$ cat src/rtl/bcd_pkg.sv
// bcd_pkg: shared types, constants and helpers for the multi-digit BCD counter.
//   bcd_t      - one BCD decade (4 bits).
//   BCD_MAX    - largest legal decade value (9).
//   BCD_MIN    - smallest decade value (0).
//   bcd_sat()  - clamps a 4-bit value into the legal BCD range (min(v, 9)).
package bcd_pkg;

  typedef logic [3:0] bcd_t;

  localparam bcd_t BCD_MAX = 4'd9;
  localparam bcd_t BCD_MIN = 4'd0;

  function automatic bcd_t bcd_sat(input bcd_t v);
    return (v > BCD_MAX) ? BCD_MAX : v;
  endfunction

endpackage

$ cat src/rtl/bcd_digit.sv
// bcd_digit: one BCD decade of the counter.
// Ports:
//   clock   in  rising-edge clock
//   reset   in  asynchronous, active-high reset to 0
//   step    in  advance this decade on the next edge (already qualified
//               by enable and the lower-digit carry/borrow chain)
//   up      in  1 = increment, 0 = decrement
//   clear   in  synchronous clear to 0 (highest priority)
//   load    in  synchronous load of bcd_sat(d) (below clear, above step)
//   d       in  load value for this decade
//   q       out current decade value, always 0..9
//   is_max  out q == 9 (feeds the increment carry chain)
//   is_min  out q == 0 (feeds the decrement borrow chain)
module bcd_digit
  import bcd_pkg::*;
(
  input  logic clock,
  input  logic reset,
  input  logic step,
  input  logic up,
  input  logic clear,
  input  logic load,
  input  bcd_t d,
  output bcd_t q,
  output logic is_max,
  output logic is_min
);

  always_ff @(posedge clock or posedge reset) begin
    if (reset) begin
      q <= BCD_MIN;
    end else if (clear) begin
      q <= BCD_MIN;
    end else if (load) begin
      q <= bcd_sat(d);
    end else if (step) begin
      if (up) begin
        // >= rather than == keeps the digit legal even if it were ever
        // disturbed into 10..15: it falls straight back to 0.
        q <= (q >= BCD_MAX) ? BCD_MIN : bcd_t'(q + 4'd1);
      end else begin
        q <= (q == BCD_MIN) ? BCD_MAX : bcd_t'(q - 4'd1);
      end
    end
  end

  assign is_max = (q == BCD_MAX);
  assign is_min = (q == BCD_MIN);

endmodule

$ cat src/rtl/bcd_counter.sv
// bcd_counter: DIGITS-decade BCD up/down counter with clear, terminal count
// and wrap flags.
// Optional feature macro: BCD_COUNTER_LOAD_EN adds the load/load_val ports
// and a synchronous parallel load (each digit saturated to 9).
// Ports:
//   clock     in   rising-edge clock
//   reset     in   asynchronous, active-high reset (cnt = 0, wrap = 0)
//   en        in   count enable, one step per enabled edge
//   up        in   direction, 1 = increment, 0 = decrement
//   clear     in   synchronous clear to all-zero, also drops wrap
//   load      in   synchronous load (BCD_COUNTER_LOAD_EN only)
//   load_val  in   4*DIGITS load value, digit 0 in [3:0] (BCD_COUNTER_LOAD_EN only)
//   cnt       out  4*DIGITS BCD count, digit 0 in [3:0]
//   tc        out  combinational: en high and the next step wraps
//   wrap      out  registered one-cycle pulse after a wrapping step
// Interface semantics: there is no handshake; cnt/tc/wrap are valid every
// cycle and every input is sampled on each rising edge (clear > load > en).
// DIGITS legal range is 1..8.
module bcd_counter
  import bcd_pkg::*;
#(
  parameter int DIGITS = 4
) (
  input  logic                clock,
  input  logic                reset,
  input  logic                en,
  input  logic                up,
  input  logic                clear,
`ifdef BCD_COUNTER_LOAD_EN
  input  logic                load,
  input  logic [4*DIGITS-1:0] load_val,
`endif
  output logic [4*DIGITS-1:0] cnt,
  output logic                tc,
  output logic                wrap
);

  logic [DIGITS-1:0] is_max;
  logic [DIGITS-1:0] is_min;
  logic [DIGITS-1:0] step;
  // chain[k] is high when every digit below k sits at its turnover value
  // for the current direction; chain[DIGITS] means the whole count does.
  logic [DIGITS:0]   chain;
  logic              load_i;
  logic [4*DIGITS-1:0] load_d;

`ifdef BCD_COUNTER_LOAD_EN
  assign load_i = load;
  assign load_d = load_val;
`else
  assign load_i = 1'b0;
  assign load_d = '0;
`endif

  assign chain[0] = 1'b1;

  for (genvar k = 0; k < DIGITS; k++) begin : g_digit
    // Look-ahead enable: each digit's step comes from the prefix AND of the
    // lower digits' flags, not from a rippled digit-to-digit carry.
    assign chain[k+1] = chain[k] & (up ? is_max[k] : is_min[k]);
    assign step[k]    = en & chain[k];

    bcd_digit u_digit (
      .clock  (clock),
      .reset  (reset),
      .step   (step[k]),
      .up     (up),
      .clear  (clear),
      .load   (load_i),
      .d      (load_d[4*k +: 4]),
      .q      (cnt[4*k +: 4]),
      .is_max (is_max[k]),
      .is_min (is_min[k])
    );
  end

  // clear and load deliberately do not gate tc.
  assign tc = en & chain[DIGITS];

  always_ff @(posedge clock or posedge reset) begin
    if (reset) begin
      wrap <= 1'b0;
    end else begin
      wrap <= tc & ~clear & ~load_i;
    end
  end

endmodule
$ cat config.mk
export PLATFORM = sky130hd
export DESIGN_NAME = bcd_counter
export DESIGN_NICKNAME = d
export VERILOG_FILES = /design/src/rtl/bcd_pkg.sv /design/src/rtl/bcd_digit.sv /design/src/rtl/bcd_counter.sv
export SDC_FILE = /design/constraint.sdc
export NUM_CORES = 1
export LEC_CHECK = 0
export CAP_MARGIN = 20
export CELL_PAD_IN_SITES_DETAIL_PLACEMENT = 2
export CELL_PAD_IN_SITES_GLOBAL_PLACEMENT = 2
export CORE_MARGIN = 8
export CORE_UTILIZATION = 36
export CTS_CLUSTER_DIAMETER = 100
export DETAILED_ROUTE_END_ITERATION = 16
export GPL_ROUTABILITY_DRIVEN = 0
export PLACE_DENSITY = 0.89
export SLEW_MARGIN = 20
export SYNTH_ARGS = -nofsm -noshare
export SYNTH_HDL_FRONTEND = slang
export SYNTH_SLANG_ARGS = --single-unit
$ cat constraint.sdc
create_clock -name clock -period 3.45 [get_ports clock]
set_clock_uncertainty 0.2 [all_clocks]
set_input_delay 0.345 -clock clock [delete_from_list [all_inputs] [get_ports clock]]
set_output_delay 0.345 -clock clock [all_outputs]
set_load 0.01 [all_outputs]
# Yosys cells after proc, flatten, opt, wreduce, memory -nomap -nowiden
# Cells that the tools add are included.
# totals
ff_bits,17
elab_cells,62
output_inout_bits,18
# classes
reduce_logical,8
n_lt_le_gt_ge,4
n_bitwise,9
addsub,8
mux,24
n_eq_ne,4
# ops
cell,count
4-bit two-way mux,20
"4-bit by 1-bit adder with 4-bit output, second input constant",4
"4-bit == test, second input constant",4
"4-bit greater-or-equal comparator, second input constant",4
4-bit logical NOT,4
"4-bit by 1-bit subtractor with 4-bit output, second input constant",4
1-bit AND,8
2-bit nonzero test,4
1-bit two-way mux,4
1-bit NOT,1

# Logic depth before layout (Yosys ltp)
# Gate-level depths: netlist of run 1.
# depth
ltp_word,7
mapped_depth,7
ltp_nobuf,6

# Cells and area by module
# From an unflattened synthesis of run 1, not the netlist that was laid out.
# hier_totals
hier_cells,218
area_unflattened_um2,1854.3
# by_module_without_submodules
mod,area_each_um2,instances,cells_each
bcd_digit,432.9,4,51
bcd_counter,122.6,1,14

# Worst setup path before layout of run 1
# No wires, ideal clock.
# synth_path
path_type,register to output
from,register g_digit[0].u_digit.q[0]
to,output port tc
setup_slack_ns,0.975
stages_incl_launch_ff,6
arrival_time_ns,1.930
path_buffers,0
cell_sequence,dfrtp_1 > inv_1 > ha_1 > or3b_1 > a2111o_1 > a211oi_1
# synth_via
elab_chain_cells,6
word_cells_on_any_way,7
cone_classes,eq/ne: 1; mux: 1; bitwise: 4; reduce/logical: 1
# synth_lines
element,line,source
"start, declared",bcd_digit.sv:24,"output bcd_t q,"
"start signal, assigned",bcd_digit.sv:35,q <= bcd_sat(d);
"start signal, assigned",bcd_digit.sv:40,q <= (q >= BCD_MAX) ? BCD_MIN : bcd_t'(q + 4'd1);
"start signal, assigned",bcd_digit.sv:42,q <= (q == BCD_MIN) ? BCD_MAX : bcd_t'(q - 4'd1);
4-bit == test or 4-bit logical NOT (tied branches),"bcd_digit.sv:47, bcd_digit.sv:48",
1-bit two-way mux *,bcd_counter.sv:60,assign chain[k+1] = chain[k] & (up ? is_max[k] : is_min[k]);
1-bit AND * (3 in a row),bcd_counter.sv:60,
1-bit AND *,bcd_counter.sv:78,assign tc = en & chain[DIGITS];
"end, declared",bcd_counter.sv:34,"output logic tc,"
# Mark *: on every way between the ends. The rest lies on a longest branch, timed or not.

# Worst setup path in the final report of run 1
# Ends and elaborated chain as after synthesis.

==> reports/qor.yml, run 1 <==
post_drt_wl_per_cell_um: 20.0
yosys_most_used_dff: "dfrtp_1"
ant_nets: 0
run_status: "completed"
required_ns: 2.90
root_buffer: "clkbuf_8"
post_cts_buffers: 0
ir_drop_mv: 0.117
synth_xor_area_share_pct: 0
row_count: 25
comb_power_share_pct: 36.0
multi_input_area_mm2: 0.00116
avgSynthCellArea_um2: 8.43
crit_path_top_delay_cell: "dfrtp_1"
start_kind: "flop"
ys_async_sr_fraction_pct: 100
worst_slew_pin_slew_ns: 0.864
crit_fanout: 8
cp_cell_sequence: "inv_1 -> ha_1 -> or3b_4 -> a2111o_1 -> a211oi_1 -> dlymetal6s2s_1"
synth_top_family_by_area: "compound AO/OA/AOI/OAI gates"
p_per_area_mw_per_mm2: 316
vias: 1639
viasPerCell: 6.07
antenna_found_initial: 0
post-route-drc-count: 0
ctsHoldBuffers: 0
hold_path_class: "in -> async"
insertion_delay_ns: 0.26
wl_um: 5390
ys_seq_area_share_pct: 24.7
power_frac_clock_pct: 25.8
synth_nets: 225
power.static_leakage_nw: 0.781
drive_above_1_share_pct: 9.72
cts_buffers: 3
clock_sinks: 17
clk_pin_slew_ns: 0.08
overflow: 0
grt_max_degree: 46
p_seq_share_pct: 38.2
synth_edf_count: 0
setup_violations: 0
hold_violations: 0
p_sw_w: 0.000239
dpl.hpwl_um: 3630
yosys-top-cells-area: "dfrtp_1, ha_1, a21oi_1, nor2_1, a211oi_1"
min_period_ns: 2.96
r2r_slack_ns: 0.61
clock.fmax_mhz: 338
htree_levels: 1
holdWs_ns: 0.309
rsz0062_at_grt: "false"
synth-simple-area-share_pct: 23.1
synth-compound-area-share_pct: 30.9
swShare_pct: 37.7
final_core_util_pct: 43.1
first_pass_iters: 4
tns_ns: 0
layout_commonest_cell: "clkdlybuf4s50_1"
max_stage_delay_ns: 0.47
drtIter0Drc: 50
dieArea_mm2: 0.00725
cts_buffer_depth: 2
fill_cells: 532
finalMaxSlewViolations: 0
syn_area_mm2: 0.00172
synth_largest_area_cell: "dfrtp_1"
ys_types: 53
syn_to_final_growth_pct: 16.8
cp.arrival_ns: 2.42
synth_top_area_share_pct: 24.7
die-height_um: 85.1
finalNetCount: 238
cp-end-kind: "primary output"
num_io_pins: 23
ys_warn_count: 0
ys_ff_latch: 17
numPortBuffers: 22
crit_type: "reg -> out"
grt_usage_pct: 15.2
layout_common_cells: "clkdlybuf4s50_1, nor2_1, dfrtp_1, ha_1"
cts_tree: "built"
syn_inst: 204
max-slew-margin-rel_pct: 42.2
drv_cap: 0
yosys-mux-area-fraction_pct: 1.89
p_int_w: 0.000395
n_antenna_cell: 0
core_area_mm2: 0.00466
initial_utilization_pct: 36.9
seq_area_um2: 425
dieWidth_um: 85.1
grt_pass1_vias: 1742
synthAdderAreaFrac_pct: 11.6
finalPower_w: 0.000634
period_share_pct: 85.8
grt_pass1_wl_um: 9130
[power groups by stage]
stage	logic, W	clock network, W	registers, W
detailed placement	0.000223	0	0.000246
global placement	0.000215	0	0.000244
CTS	0.000231	0.000171	0.000242
global route	0.000251	0.000176	0.000246
finish	0.000228	0.000164	0.000242
floorplan	0.000155	0	0.000237
[cell families after synthesis]
group | after synthesis
muxes | 2
adders and majority gates | 16
buffers and inverters | 31
DFF | 17
and+or+nand+nor | 66
AOI/OAI and AO/OA | 72
[synth_stat cells (all sizes together), types with 2 or more instances]
library cell and count:
a2111oi 2, a211oi 11, a21oi 16, a221oi 2, a311oi 6, a31oi 7
and3 2, buf 4, clkbuf 12, dfrtp 17, ha 16, inv 15
nand2 5, nand2b 5, nand3 5, nand4b 5, nor2 20, nor3 2
nor3b 5, nor4 2, o21ai 12, o21bai 4, or3 2, or3b 5
or4b 2
[cell type report]
type | instances | area share (%)
clock inverters | 1 | 0.249
inverters | 15 | 2.80
clock buffers | 3 | 2.05
flip-flops and latches | 17 | 21.2
well taps | 54 | 3.36
multi-input cells | 156 | 57.9
repair buffers | 24 | 12.5
[per-layer routing]
metal  part of all wire, %  global-route usage [%]  wire length [um]
met1                    48                    19.9              2600
met2                    50                    25.7              2670
met3                   2.0                    1.93               110
met4                  0.15                    2.91                 8
met5                     0                       0                 0
[worst max-delay path: cells and delay by family, from the launching register on]
kind,cells,cell delay (ns)
and+or+nand+nor,1,0.45
DFF,1,0.47
buffers and inverters,2,0.34
adders and majority gates,1,0.26
AOI/OAI and AO/OA,2,0.64
[final timing paths]
path / from / end / depth (start not counted)
worst min-delay path: reset / g_digit[0].u_digit.q[3] / 2
worst max-delay path: g_digit[0].u_digit.q[0] / tc / 6
max in group asynchronous: reset / g_digit[1].u_digit.q[0] / 2
worst min register to register: g_digit[0].u_digit.q[1] / g_digit[0].u_digit.q[1] / 2
min in group clock: g_digit[0].u_digit.q[1] / g_digit[0].u_digit.q[1] / 2
worst max register to register: g_digit[1].u_digit.q[0] / g_digit[3].u_digit.q[3] / 6
[registers in the layout, indices dropped and copies added (netlist names)]
register and count:
g_digit.u_digit.q 16, wrap 1
[stage by stage]
step / cell area (um2) / cells / setup slack [ns]
2_1_floorplan: 1720 / 204 / 0.975
5_1_grt: 2010 / 270 / 0.344
3_3_place_gp: 1960 / 266 / 0.310
4_1_cts: 2010 / 270 / 0.0586
3_5_place_dp: 1960 / 266 / 0.301
6_report: 2010 / 270 / 0.489
[timing repair]
item,4_1_cts,5_1_grt
gates resized for setup,1,1
setup endpoints to repair,1,1
hold endpoints to repair,0,0
cloned,0,0
pin swaps,0,0
(Power assumes the default switching activity.)
==> run 2, diff against run 1 <==
- RECOVER_POWER: default -> 25
==> run 2 against run 1 <==
Net effect:
- fmax unchanged
- worst setup slack unchanged
- critical path type unchanged
- design area unchanged
- hold slack gained 0.14 ns
- largest power group unchanged
- sequential share of layout area did not move
- sequential power about the same
- die area is the same
==> reports/qor.yml, run 2 (synthesis gave the netlist of run 1 again) <==
run_status: "completed"  # unchanged
drv_cap: 0  # unchanged
grt_max_degree: 46  # unchanged
clock.fmax_mhz: 338  # unchanged
num_io_pins: 23  # unchanged
period_share_pct: 85.8  # unchanged
final_core_util_pct: 43.1  # unchanged
syn_to_final_growth_pct: 16.8  # unchanged
htree_levels: 1  # unchanged
instances_no_fill: 270  # unchanged
drtIter0Drc: 50  # unchanged
regMostFlops: "g_digit.u_digit.q"  # unchanged
rsz0062_at_grt: "false"  # unchanged
post_drt_wl_per_cell_um: 20.0  # unchanged
initial_utilization_pct: 36.9  # unchanged
largestRegisters: "g_digit.u_digit.q x16, wrap x1"  # unchanged
r2r_cells: 6  # unchanged
largest_reg_flops: 16  # unchanged
wl_met2_um: 2670  # unchanged
cp_top_family: "compound AO/OA/AOI/OAI gates"  # unchanged
crit_type: "reg -> out"  # unchanged
cts_tree: "built"  # unchanged
antenna_found_initial: 0  # unchanged
row_count: 25  # unchanged
hold_path_class: "in -> async"  # unchanged
finalMaxSlewViolations: 0  # unchanged
cp_cell_sequence: "inv_1 -> ha_1 -> or3b_4 -> a2111o_1 -> a211oi_1 -> dlymetal6s2s_1"  # unchanged
cts_buffers: 3  # unchanged
ant_nets: 0  # unchanged
n_antenna_cell: 0  # unchanged
dpl.hpwl_um: 3630  # unchanged
required_ns: 2.90  # about the same
dieArea_mm2: 0.00725  # unchanged
holdWs_ns: 0.446  # was 0.309 ns
numPortBuffers: 22  # unchanged
p_per_area_mw_per_mm2: 316  # about the same
viasPerCell: 6.07  # unchanged
root_buffer: "clkbuf_8"  # unchanged
hold_violations: 0  # unchanged
vias: 1639  # unchanged
grt_usage_pct: 15.2  # unchanged
setup_violations: 0  # unchanged
finalNetCount: 238  # unchanged
post_cts_buffers: 0  # unchanged
ir_drop_mv: 0.117  # unchanged
start_kind: "flop"  # unchanged
die-height_um: 85.1  # unchanged
setup_slack_ns: 0.489  # unchanged
cp.arrival_ns: 2.42  # about the same
insertion_delay_ns: 0.26  # about the same
power.static_leakage_nw: 0.782  # was 0.781 nW
clk_pin_slew_ns: 0.08  # about the same
core_area_mm2: 0.00466  # unchanged
crit_path_top_delay_cell: "dfrtp_1"  # unchanged
clock_sinks: 17  # unchanged
layout_common_cells: "nor2_1, clkdlybuf4s50_1, dfrtp_1, ha_1"  # was clkdlybuf4s50_1, nor2_1, dfrtp_1, ha_1
dp_cells: 266  # unchanged
grt_pass1_wl_um: 9130  # unchanged
post-route-drc-count: 0  # unchanged
min_period_ns: 2.96  # unchanged
crit_buf_inv: 2  # unchanged
max-slew-margin-rel_pct: 42.2  # unchanged
dpl_worst_slack_ns: 0.301  # unchanged
crit_fanout: 8  # unchanged
cts_buffer_depth: 2  # unchanged
top_layer_used: "met4"  # unchanged
worst_slew_pin_slew_ns: 0.864  # unchanged
met3_length_um: 110  # unchanged
grt_pass1_vias: 1742  # unchanged
cp_num_cells: 6  # unchanged
dieWidth_um: 85.1  # unchanged
met1_length_um: 2600  # about the same
cp-end-kind: "primary output"  # unchanged
overflow: 0  # unchanged
max_stage_delay_ns: 0.47  # about the same
wl_um: 5390  # unchanged
drive_above_1_share_pct: 9.72  # unchanged
first_pass_iters: 4  # unchanged
tns_ns: 0  # unchanged
-- run 2: cell count changes in the layout (fill, tap and decap cells not counted), sizes merged --
cell	before	now
clkdlybuf4s50	21	20
dlygate4sd3	0	1
-- run 2: worst reg2reg max path, delay by kind of cell, from the launching register on --
family | cells | cell delay [ns]
AOI/OAI and AO/OA | 3 | 1.06
adders and majority gates | 1 | 0.29
buffers and inverters | 1 | 0.14
DFF | 1 | 0.51
and+or+nand+nor | 1 | 0.53
-- run 2: per-layer routing --
metal	GRT usage, %	vias up
met5	0	-
met4	2.91	0
met3	1.93	2
met2	25.7	14
met1	19.9	830
li1	-	793
-- run 2: metrics by stage --
| step | power (W) | cell area (um2) |
|---|---|---|
| after global routing | 0.000674 | 2010 |
| after CTS | 0.000644 | 2010 |
| final | 0.000634 | 2010 |
| after global placement | 0.000460 | 1960 |
| after floorplan | 0.000392 | 1720 |
| after detailed placement | 0.000469 | 1960 |
-- run 2: power breakdown --
part / internal (W) / total, W / switching (W)
registers: 0.000210 / 0.000242 / 0.0000317
logic: 0.000104 / 0.000228 / 0.000124
clock network: 0.0000805 / 0.000164 / 0.0000834
total: 0.000395 / 0.000634 / 0.000239
-- run 2: area by class of cell --
cell class | count | area, um2
clock inverter | 1 | 5.00
timing repair buffer | 24 | 250
clock buffer | 3 | 41.3
sequential | 17 | 425
multi-input combinational | 156 | 1160
inverter | 15 | 56.3
tap | 54 | 67.6
fill | 532 | 2650
-- run 2: worst paths after layout --
path / startpoint / to / slack (ns)
worst max-delay path: g_digit[0].u_digit.q[0] / tc / 0.49
worst min-delay path: reset / g_digit[0].u_digit.q[3] / 0.45
worst max register to register: g_digit[1].u_digit.q[0] / g_digit[3].u_digit.q[3] / 0.61
worst min register to register: g_digit[0].u_digit.q[1] / g_digit[0].u_digit.q[1] / 0.46
max in group asynchronous: reset / g_digit[1].u_digit.q[0] / 2.14
min in group clock: g_digit[0].u_digit.q[1] / g_digit[0].u_digit.q[1] / 0.46
-- run 2: timing repair --
item / 4_1_cts / 5_1_grt
hold buffers: 0 / 0
endpoints found under the setup margin: 1 / 1
resized for setup: 1 / 1
==> RTL edit 1, RTL diff (settings of run 2) <==
Set the package constant `BCD_MAX` to 4'd4 (it was 4'd9).
--- a/src/rtl/bcd_pkg.sv
+++ b/src/rtl/bcd_pkg.sv
@@ -9,3 +9,3 @@
 
-  localparam bcd_t BCD_MAX = 4'd9;
+  localparam bcd_t BCD_MAX = 4'd4;
   localparam bcd_t BCD_MIN = 4'd0;
Formal check against the unedited RTL: not equivalent (Yosys sat finds a counterexample within 4 cycles, from zero or initial values and one cycle with reset high).
==> RTL edit 1 against run 2 <==
- sequential cell count is the same
- cell area shrank 22%
- first-iteration DRC count grew 28%
- maximum frequency grew 1.4%
- worst hold slack lost 0.068 ns
- wire length shrank 24%
- setup slack gained 0.040 ns
- clock power shrank 31%
- area after synthesis shrank 25%
- total power shrank 19%
==> RTL edit 1: results <==
metrics = {
    "run_status": {
        "status": "finished clean",
    },
    "logic_synthesis": {
        "muxShareOfSynthArea_pct": 2.43,
        "ys_types": 43,
        "ys_seq_area_share_pct": 33.0,
        "synth_top_family_by_area": "simple AND/OR/NAND/NOR gates",
        "syn_nets": 165,
        "netlist_instances": 149,
        "ys_top_cells_by_area": "dfrtp_1 33%, ha_1 11%, a21oi_1 3.9%",
        "synth-xor-area-share_pct": 3.40,
    },
    "pwr": {
        "p_leak_uw": 0.000633,
    },
    "critical_path": {
        "reg2reg_from": "g_digit[1].u_digit.q[1]",
        "worstReg2RegEnd": "g_digit[2].u_digit.q[0]",
        "reg2reg_setup_slack_ns": 1.08,
        "worst-path-max-fanout": 5,
    },
    "grt": {
        "grt_pass1_wl_um": 7260,
        "grt_max_degree": 20,
        "grt_usage_pct": 16.6,
        "grt_pass1_vias": 1444,
    },
    "routing": {
        "vias": 1253,
        "via_per_inst": 5.77,
        "drt_first_iter_violations": 64,
        "wl_per_cell_um": 18.8,
        "drt_first_pass_iters": 5,
    },
    "cells_and_area": {
        "fillers": 391,
    },
    "placement": {
        "dp_slack_ns": 0.693,
    },
    "clock_network": {
        "clk_pin_slew_ns": 0.10,
    },
}
RTL edit 1: worst max path at each step:
| stage | from | cells after the start | to | slack [ns] |
|---|---|---|---|---|
| finish | g_digit[1].u_digit.q[1] | 6 | tc | 0.53 |
| global route | g_digit[1].u_digit.q[1] | 6 | tc | 0.44 |
| CTS | g_digit[1].u_digit.q[1] | 6 | tc | 0.55 |
| detailed placement | up | 6 | tc | 0.69 |
| global placement | up | 6 | tc | 0.76 |
| floorplan | g_digit[1].u_digit.q[0] | 6 | tc | 1.50 |
RTL edit 1: stage by stage:
| step | power (uW) | instance area (um^2) | hold slack [ns] |
|---|---|---|---|
| 6_report | 512 | 1570 | 0.378 |
| 3_3_place_gp | 389 | 1540 | 0.385 |
| 5_1_grt | 547 | 1570 | 0.449 |
| 2_1_floorplan | 338 | 1290 | 0.0711 |
| 4_1_cts | 517 | 1570 | 0.266 |
| 3_5_place_dp | 403 | 1540 | 0.411 |
RTL edit 1: area by class of cell:
| class | count | area share [%] |
|---|---|---|
| clock buffers | 4 | 1.68 |
| inverters | 12 | 2.87 |
| multi-input cells | 113 | 49.2 |
| flip-flops and latches | 17 | 27.1 |
| well taps | 46 | 3.67 |
| repair buffers | 25 | 15.5 |
RTL edit 1: critical path, cell delays in order (launching register included):
cell and delay (ns):
dfrtp_1 0.45, inv_1 0.15, ha_1 0.29, nor2b_1 0.27, nand4_1 0.20, nor2_1 0.17, clkdlybuf4s50_1 0.55
RTL edit 1: cells by family (layout without fill, tap and decap cells):
family                   Yosys count  in the layout
AO/OA/AOI/OAI                     38             38
AND/OR/NAND/NOR                   56             56
adder cells (fa/ha/maj)           11             11
multiplexers                       3              3
flip-flops                        17             17
buffers and inverters             19             41
XOR/XNOR                           5              5
RTL edit 1: where the power goes:
group	internal, uW	switching [uW]
Combinational	72.3	98.8
Clock	45.1	68.0
Sequential	210	18.0
RTL edit 1: layer usage:
metal | vias to the layer above | wire length [um] | global-route usage (%)
met5 | - | 0 | 0
met4 | 0 | 57 | 6.82
met3 | 4 | 130 | 2.50
met2 | 19 | 2160 | 31.4
met1 | 644 | 1730 | 17.7
li1 | 586 | - | -
==> RTL edit 2, RTL diff (settings of run 2) <==
Without the edit above. Put a register stage on the output `cnt`, with the module's reset. The value now appears one clock later. The other outputs are not delayed to match.
--- a/src/rtl/bcd_counter.sv
+++ b/src/rtl/bcd_counter.sv
@@ -37,2 +37,4 @@
 
+  logic [4*DIGITS-1:0] cnt_d;
+
   logic [DIGITS-1:0] is_max;
@@ -70,3 +72,3 @@
       .d      (load_d[4*k +: 4]),
-      .q      (cnt[4*k +: 4]),
+      .q      (cnt_d[4*k +: 4]),
       .is_max (is_max[k]),
@@ -87,2 +89,10 @@
 
+  always_ff @(posedge clock or posedge reset) begin
+    if (reset) begin
+      cnt <= '0;
+    end else begin
+      cnt <= cnt_d;
+    end
+  end
+
 endmodule
Formal check against the unedited RTL: not equivalent (a bounded check fails within 4 cycles, from zero or initial values and one cycle with reset high).
==> RTL edit 2 against run 2 <==
- largest power group unchanged
- wire length increased by 4.7%
- setup slack got worse by 0.26 ns
- sequential cell count increased by 16
- core utilization decreased by 0.43 points
- the run now ends with capacitance limit, slew limit left
- total power increased by 57%
- area after synthesis increased by 27%
- sequential power increased by 83%
- cell area increased by 25%
==> RTL edit 2: results <==
metrics = {
    "run_status": {
        "status": "finished, violations left",
        "violations": "capacitance limit, slew limit",
    },
    "routing": {
        "wl_met1_um": 2640,
        "drt_first_iter_violations": 62,
        "vias": 1741,
        "drt_first_pass_iters": 3,
        "drt-total-wl_um": 5640,
    },
    "cells_and_area": {
        "regArea_um2": 826,
        "reg_top3": "cnt (16), g_digit.u_digit.q (16), wrap (1)",
        "layout-drive-gt1-share_pct": 13.8,
    },
    "grt": {
        "grt_pass1_wl_um": 9790,
        "grt_use_met2_pct": 23.3,
        "grt_max_degree": 34,
        "grt_pass1_vias": 1933,
        "grt_util_met3_pct": 2.40,
        "met1_usage_pct": 17.6,
    },
    "timing": {
        "maxSlewViolCount": 34,
        "fmax_mhz": 310,
        "relSlewSlack_pct": -22.2,
    },
    "clock_network": {
        "numCtsBuffers": 5,
        "clock_latency_ns": 0.28,
        "post_cts_resized": 0,
    },
    "logic_synthesis": {
        "synthTopCellsByCount": "33 x dfrtp_1, 18 x a21oi_1, 18 x nor2_1",
        "syn_nets": 240,
    },
    "critical_path": {
        "reg2reg_setup_slack_ns": 1.03,
        "crit_family": "buffers and inverters",
        "worstReg2RegEnd": "g_digit[3].u_digit.q[2]",
        "slowest_delay_ns": 0.57,
        "cp_slowest_cell": "clkdlybuf4s50_1",
        "arrival_ns": 2.68,
    },
    "run": {
        "cap_violations": 1,
    },
    "placement": {
        "dp_hpwl_um": 4080,
    },
    "pwr": {
        "peakVddDrop_mv": 0.204,
    },
}
## RTL edit 2: per-stage QoR
stage,power [uW],instances
2_1_floorplan,606,219
3_3_place_gp,670,307
3_5_place_dp,682,307
4_1_cts,1010,315
5_1_grt,1050,315
6_report,995,315
## RTL edit 2: cell type report
cell class / instances / area share, %
Clock buffer: 7 / 3.83
Clock inverter: 1 / 0.199
Inverter: 15 / 2.24
Multi-Input combinational cell: 156 / 46.7
Sequential cell: 33 / 32.9
Tap cell: 75 / 3.74
Timing Repair Buffer: 28 / 10.4
## RTL edit 2: power breakdown
part	switching, uW	internal, uW	leakage [uW]
Clock	143	180	0.0000542
Combinational	122	107	0.000531
Sequential	33.6	409	0.000451
Total	299	697	0.00104
## RTL edit 2: logic make-up after synthesis
family,after synthesis,share of synthesized area [%]
DFF,33,37.9
muxes,4,2.98
buffers and inverters,30,8.27
and+or+nand+nor,70,19.4
AOI/OAI and AO/OA,66,22.3
adders and majority gates,16,9.18
